===== config.mk =====
export PLATFORM = sky130hd
export DESIGN_NAME = iterative_comparator
export DESIGN_NICKNAME = d
export VERILOG_FILES = /design/src/rtl/iterative_comparator.sv
export SDC_FILE = /design/constraint.sdc
export NUM_CORES = 1
export LEC_CHECK = 0
export ABC_AREA = 1
export CORE_MARGIN = 1
export CORE_UTILIZATION = 40
export CTS_CLUSTER_SIZE = 20
export DETAILED_ROUTE_END_ITERATION = 6
export PLACE_DENSITY_LB_ADDON = 0.2
export SLEW_MARGIN = 20
export SYNTH_ARGS = -nofsm -noshare
export SYNTH_HDL_FRONTEND = slang
export SYNTH_SLANG_ARGS = --single-unit

===== constraint.sdc =====
create_clock -name clk -period 1.3 [get_ports clk]
set_clock_uncertainty 0.15 [all_clocks]
set_input_delay 0.39 -clock clk [delete_from_list [all_inputs] [get_ports clk]]
set_output_delay 0.39 -clock clk [all_outputs]
set_load 0.03 [all_outputs]

===== src/rtl/iterative_comparator.sv =====
`default_nettype none
// ============================================================================
// iterative_comparator: digit-serial MSB-first signed/unsigned magnitude compare
// Revision 1.0
// ============================================================================
module iterative_comparator #(
  parameter int WIDTH = 32,
  parameter int DIGIT = 4
) (
  input  logic             clk,
  input  logic             rst_n,
  input  logic             start,
  input  logic             signed_mode,
  input  logic [WIDTH-1:0] a,
  input  logic [WIDTH-1:0] b,
  output logic             busy,
  output logic             done,
  output logic             out_gt,
  output logic             out_lt,
  output logic             out_eq
);

  localparam int N  = WIDTH / DIGIT;
  localparam int IW = (N > 1) ? $clog2(N) : 1;

  localparam logic [1:0] S_IDLE = 2'd0;
  localparam logic [1:0] S_SCAN = 2'd1;
  localparam logic [1:0] S_DONE = 2'd2;

  logic [1:0]       state;
  logic [1:0]       next_state;
  logic [WIDTH-1:0] a_q;
  logic [WIDTH-1:0] b_q;
  logic [IW-1:0]    idx;
  logic             accept;
  logic             sign_diff;
  logic [DIGIT-1:0] digit_a;
  logic [DIGIT-1:0] digit_b;
  logic             res_gt;
  logic             res_lt;
  logic             res_eq;

  assign accept    = start && (state != S_SCAN);
  assign sign_diff = signed_mode && (a[WIDTH-1] ^ b[WIDTH-1]);
  // Operands shift left each SCAN cycle, so the current digit is always on top.
  assign digit_a   = a_q[WIDTH-1 -: DIGIT];
  assign digit_b   = b_q[WIDTH-1 -: DIGIT];

  always_ff @(posedge clk or negedge rst_n) begin
    if (!rst_n) begin
      state <= S_IDLE;
    end else begin
      state <= next_state;
    end
  end

  always_comb begin
    next_state = state;
    case (state)
      S_IDLE: begin
        if (accept) next_state = sign_diff ? S_DONE : S_SCAN;
      end
      S_SCAN: begin
        if ((digit_a != digit_b) || (idx == '0)) next_state = S_DONE;
      end
      S_DONE: begin
        if (accept) next_state = sign_diff ? S_DONE : S_SCAN;
        else        next_state = S_IDLE;
      end
      default: next_state = S_IDLE;
    endcase
  end

  always_comb begin
    busy = (state == S_SCAN);
    done = (state == S_DONE);
  end

  // Result for the transition into DONE: sign shortcut on accept, digit compare in SCAN.
  always_comb begin
    res_gt = 1'b0;
    res_lt = 1'b0;
    res_eq = 1'b0;
    if (state == S_SCAN) begin
      res_gt = (digit_a > digit_b);
      res_lt = (digit_a < digit_b);
      res_eq = (digit_a == digit_b);
    end else begin
      res_gt = b[WIDTH-1];
      res_lt = a[WIDTH-1];
    end
  end

  always_ff @(posedge clk or negedge rst_n) begin
    if (!rst_n) begin
      a_q    <= '0;
      b_q    <= '0;
      idx    <= '0;
      out_gt <= 1'b0;
      out_lt <= 1'b0;
      out_eq <= 1'b0;
    end else begin
      if (accept) begin
        a_q <= a;
        b_q <= b;
        idx <= IW'(N - 1);
      end else if (state == S_SCAN) begin
        a_q <= a_q << DIGIT;
        b_q <= b_q << DIGIT;
        idx <= idx - IW'(1);
      end
      if (next_state == S_DONE) begin
        out_gt <= res_gt;
        out_lt <= res_lt;
        out_eq <= res_eq;
      end
    end
  end

endmodule
`default_nettype wire


# After elaboration in Yosys (flattened, before gate mapping)
# Cells that the tools add are included.
# totals
input_bits	68
register_bits	72
wordCells	37
out_inout_bits	5
# classes
n_lt_le_gt_ge	2
bitwise_logic	1
muxes	14
n_reduce_logical	6
eq_ne	6
add_sub_neg	1
# op_table
operator	count
$mux W32	4
$mux W2	4
$mux W3	2
$pmux W2 S3	1
$eq A2 B2 Y1 const B	2
$eq A4 B4 Y1	1
$gt A4 B4 Y1	1
$lt A4 B4 Y1	1
$ne A4 B4 Y1	1
$logic_not A3 Y1	1
$mux W1	3
$sub A3 B1 Y3 const B	1
$eq A2 B1 Y1 const B	1
$logic_and A1 B1 Y1	2
$logic_not A2 Y1	1
$ne A2 B1 Y1 const B	1
$reduce_bool A2 Y1	1
$logic_or A1 B1 Y1	1
$xor A1 B1 Y1	1

# Longest topological paths before layout
# logic_depth
ltp_word	6
depth_mapped	11
depth_no_buf	11

# Worst setup path after synthesis
# OpenSTA, ideal clock, no wires.
# synth_path
kind	register -> register
startpoint	register a_q[31]
endpoint	register out_gt
n_path_buf	0
setup_ns	0.117
arrival_time_ns	1.168
path_slack_ns	-0.136
path_stages_with_launch	9
cell_sequence	dfrtp_1 > ha_1 > nand2_1 > inv_1 > nand4_1 > nand2_1 > nand2_1 > nand2_1 > nand2_1
# synth_via
elab_chain_len	5
elab_cells_between_ends	7
classes_between	order compare: 1; eq/ne: 2; mux: 3; reduce/logical: 1
# synth_lines
element	line	source
start: declaration	32	logic [WIDTH-1:0] a_q;
start signal: assignment	108	a_q <= a_q << DIGIT;
$ne A4 B4 Y1	64	if ((digit_a != digit_b) || (idx == '0)) next_state = S_DONE;
$logic_or A1 B1 Y1	64	
$mux W2	64	
$pmux W2 S3	59	case (state)
via next_state[1]	31	logic [1:0] next_state;
$eq A2 B2 Y1	112	if (next_state == S_DONE) begin
end signal: assignment	113	out_gt <= res_gt;
end: declaration	18	output logic out_gt,
# The timed path passes the listed nets, and every way through them passes these cells.
# A chain may end at the register's enable or synchronous reset.

# Worst setup path after layout
# layout_path
startpoint	register state[0]
endpoint	output busy
# layout_via
elab_chain_len	1
# layout_lines
element	line	source
start: declaration	30	logic [1:0] state;
start signal: assignment	53	state <= next_state;
$eq A2 B1 Y1	75	busy = (state == S_SCAN);
end: declaration	16	output logic busy,
# Every way passes these cells.

==> impl_metrics.py <==
metrics = {
    "outcome": {
        "status": "finished, violations left",
        "violations": "setup timing",
    },
    "clocking": {
        "cts_max_path_buffers": 2,
        "numCtsBuffers": 9,
        "tritoncts": "done",
        "cts.sinks": 72,
        "clk_pin_slew_ns": 0.08,
        "htreeDepth": 3,
        "clockRootBuffer": "clkbuf_8",
        "clock_latency_ns": 0.35,
    },
    "global_route": {
        "antenna_found_initial": 0,
        "grt.busiest_layer": "met2",
        "grt_pass1_wl_um": 17200,
        "first_global_vias": 3513,
        "use_met2_pct": 48.1,
        "use_met1_pct": 32.4,
        "grt_max_degree": 30,
        "grt_use_met3_pct": 4.56,
        "grtUsageTotal_pct": 27.1,
        "grt.overflow.total": 0,
    },
    "synth": {
        "ys_seq_area_share_pct": 55.7,
        "synth-main-ff-cell": "dfrtp_1",
        "syn_nets": 471,
        "syn_avg_cell_area_um2": 8.14,
        "yosys-top-cells-area": "dfrtp_1 (56%), nand2_1 (22%), nand3_1 (7.3%)",
        "netlist_instances": 397,
        "yosysMostFrequentCell": "nand2_1",
        "synth_top_cell_area_share_pct": 55.7,
        "synthDistinctLibCells": 18,
        "yosys-top-cells-count": "nand2_1 (191), dfrtp_1 (72), nand3_1 (47), inv_1 (25), o211ai_1 (13)",
        "ys_warn_count": 0,
        "syn_area_um2": 3230,
        "synth-edff-count": 0,
        "synthArstFlopShare_pct": 100,
        "ys_ff_latch": 72,
        "synth.largest_area_cell": "dfrtp_1",
    },
    "finish": {
        "fill_cells": 481,
        "antennaDiodeCount": 0,
        "fin_util_pct": 76.9,
        "nets": 597,
        "final_area_um2": 5970,
        "layout-drive-gt1-share_pct": 46.0,
        "area_delta_synth_final_pct": 84.7,
    },
    "detailed_routing": {
        "first_pass_iters": 4,
        "drc_errors": 0,
        "viasPerCell": 5.33,
        "routed_wl_um": 11900,
        "wl_per_cell_um": 18.8,
        "drtIter0Drc": 180,
        "via_count": 3361,
        "ant_nets": 0,
    },
    "placed_design": {
        "place.gp.congestion": 0.778,
        "placed_cell_area_um2": 4280,
        "dp_hpwl_um": 5630,
        "portBuffers": 72,
    },
    "critical_path": {
        "crit_required_ns": 0.76,
        "crit_path_top_delay_cell": "dfrtp_1",
        "critPathMaxStageDelay_ns": 0.38,
        "critical_path_class": "register to output pin",
        "worst-path-buf-inv": 2,
        "end_kind": "output pin",
        "timing.critical_path.cells": "inv_2 > nor2_4 > buf_6",
        "crit_path_start_kind": "register",
        "cp_max_fo": 3,
        "path_delay_family": "flip-flops",
        "worstPathArrival_ns": 1.11,
    },
    "timing": {
        "hold_viol": 0,
        "setup_tns_ns": -19.81,
        "setup_viol": 77,
        "min_period_ns": 1.65,
        "max_freq_ghz": 0.608,
        "relSlewSlack_pct": 83.5,
        "fin_ws_ns": -0.346,
        "final_max_slew_viol_count": 0,
        "hold_slack_ns": 0.292,
        "period_share_pct": 127,
        "worst_pin_slew_ns": 0.246,
        "rsz0062_at_grt": "yes",
    },
    "pwr": {
        "leakage_uw": 0.00309,
        "powerDensity_nw_per_um2": 1990,
        "power_uw": 11900,
        "ir_worst_vdd_v": 0.000932,
    },
    "floorplan": {
        "rows": 32,
        "coreArea_um2": 7770,
        "initial_core_util_pct": 41.6,
        "die_h_um": 91.9,
        "die_area_um2": 8440,
        "io_pins": 73,
        "die_x_um": 91.9,
    },
    "job": {
        "drv_cap": 0,
    },
    "min_path": {
        "worstHoldPathType": "input port to async pin",
    },
}
## routing by layer
metal | vias to the layer above | part of all wire (%)
met5 | - | 0
met4 | 0 | 3.8
met3 | 39 | 5.6
met2 | 138 | 53
met1 | 1663 | 37
li1 | 1521 | -
## stage by stage
stage | cells | setup WS, ns
final | 630 | -0.346
after global routing | 630 | -0.428
after CTS | 626 | -0.352
after detailed placement | 581 | -0.484
after global placement | 581 | -0.455
after floorplan | 397 | -0.108
## cells by family (layout without fill, tap and decap cells)
family | after synthesis | count (layout) | synth area share (%)
flops | 72 | 72 | 55.7
buf+inv | 46 | 177 | 5.92
simple gates | 247 | 247 | 30.9
compound gates | 26 | 26 | 5.07
fa+ha+maj | 6 | 6 | 2.32
## power by group
part | internal (uW) | switching [uW]
logic | 2960 | 3060
clock network | 1080 | 912
registers | 3160 | 697
## layout by cell type, fill, tap and decap left out, types with 8 or more instances in the layout
master / synthesis / layout
buf_12: 0 / 13
dfrtp_1: 72 / 71
buf_4: 1 / 26
clkbuf_8: 0 / 9
nand2_4: 0 / 65
nand3_2: 0 / 44
inv_1: 25 / 20
nand2_2: 1 / 27
buf_6: 0 / 13
clkdlybuf4s50_1: 0 / 66
o21ai_2: 0 / 9
buf_16: 0 / 8
o211ai_1: 13 / 13
nand2_1: 191 / 100
## registers in the layout, summed over array words and instances (netlist names)
name    cells
a_q        32
b_q        32
idx         3
out_eq      1
out_gt      1
out_lt      1
state       2
## area by class of cell
class | count | area (um^2) | area share, %
clock buffer | 9 | 124 | 2.08
clock inverter | 7 | 96.3 | 1.61
inverter | 27 | 101 | 1.70
multi-input combinational | 279 | 2090 | 35.0
sequential | 72 | 1800 | 30.2
tap | 102 | 128 | 2.14
timing repair buffer | 134 | 1630 | 27.3
## final timing paths
check | startpoint | depth (start not counted) | endpoint | slack, ns
max | state[0] | 3 | busy | -0.35
min | rst_n | 2 | out_eq | 0.29
max reg2reg | a_q[29] | 8 | out_lt | -0.34
min reg2reg | b_q[9] | 2 | b_q[9] | 0.35
max in group asynchronous | rst_n | 3 | a_q[4] | 0.24
min in group clk | b_q[9] | 2 | b_q[9] | 0.35
## what timing repair did
item,in CTS,in global routing
cloned,12,3
buffers inserted,16,5
gates resized for setup,158,118
setup endpoints to repair,77,77
pin swaps,37,40
hold buffers,1,0
endpoints found under the hold margin,48,0
Note: power is estimated with default switching activity, not from simulation.
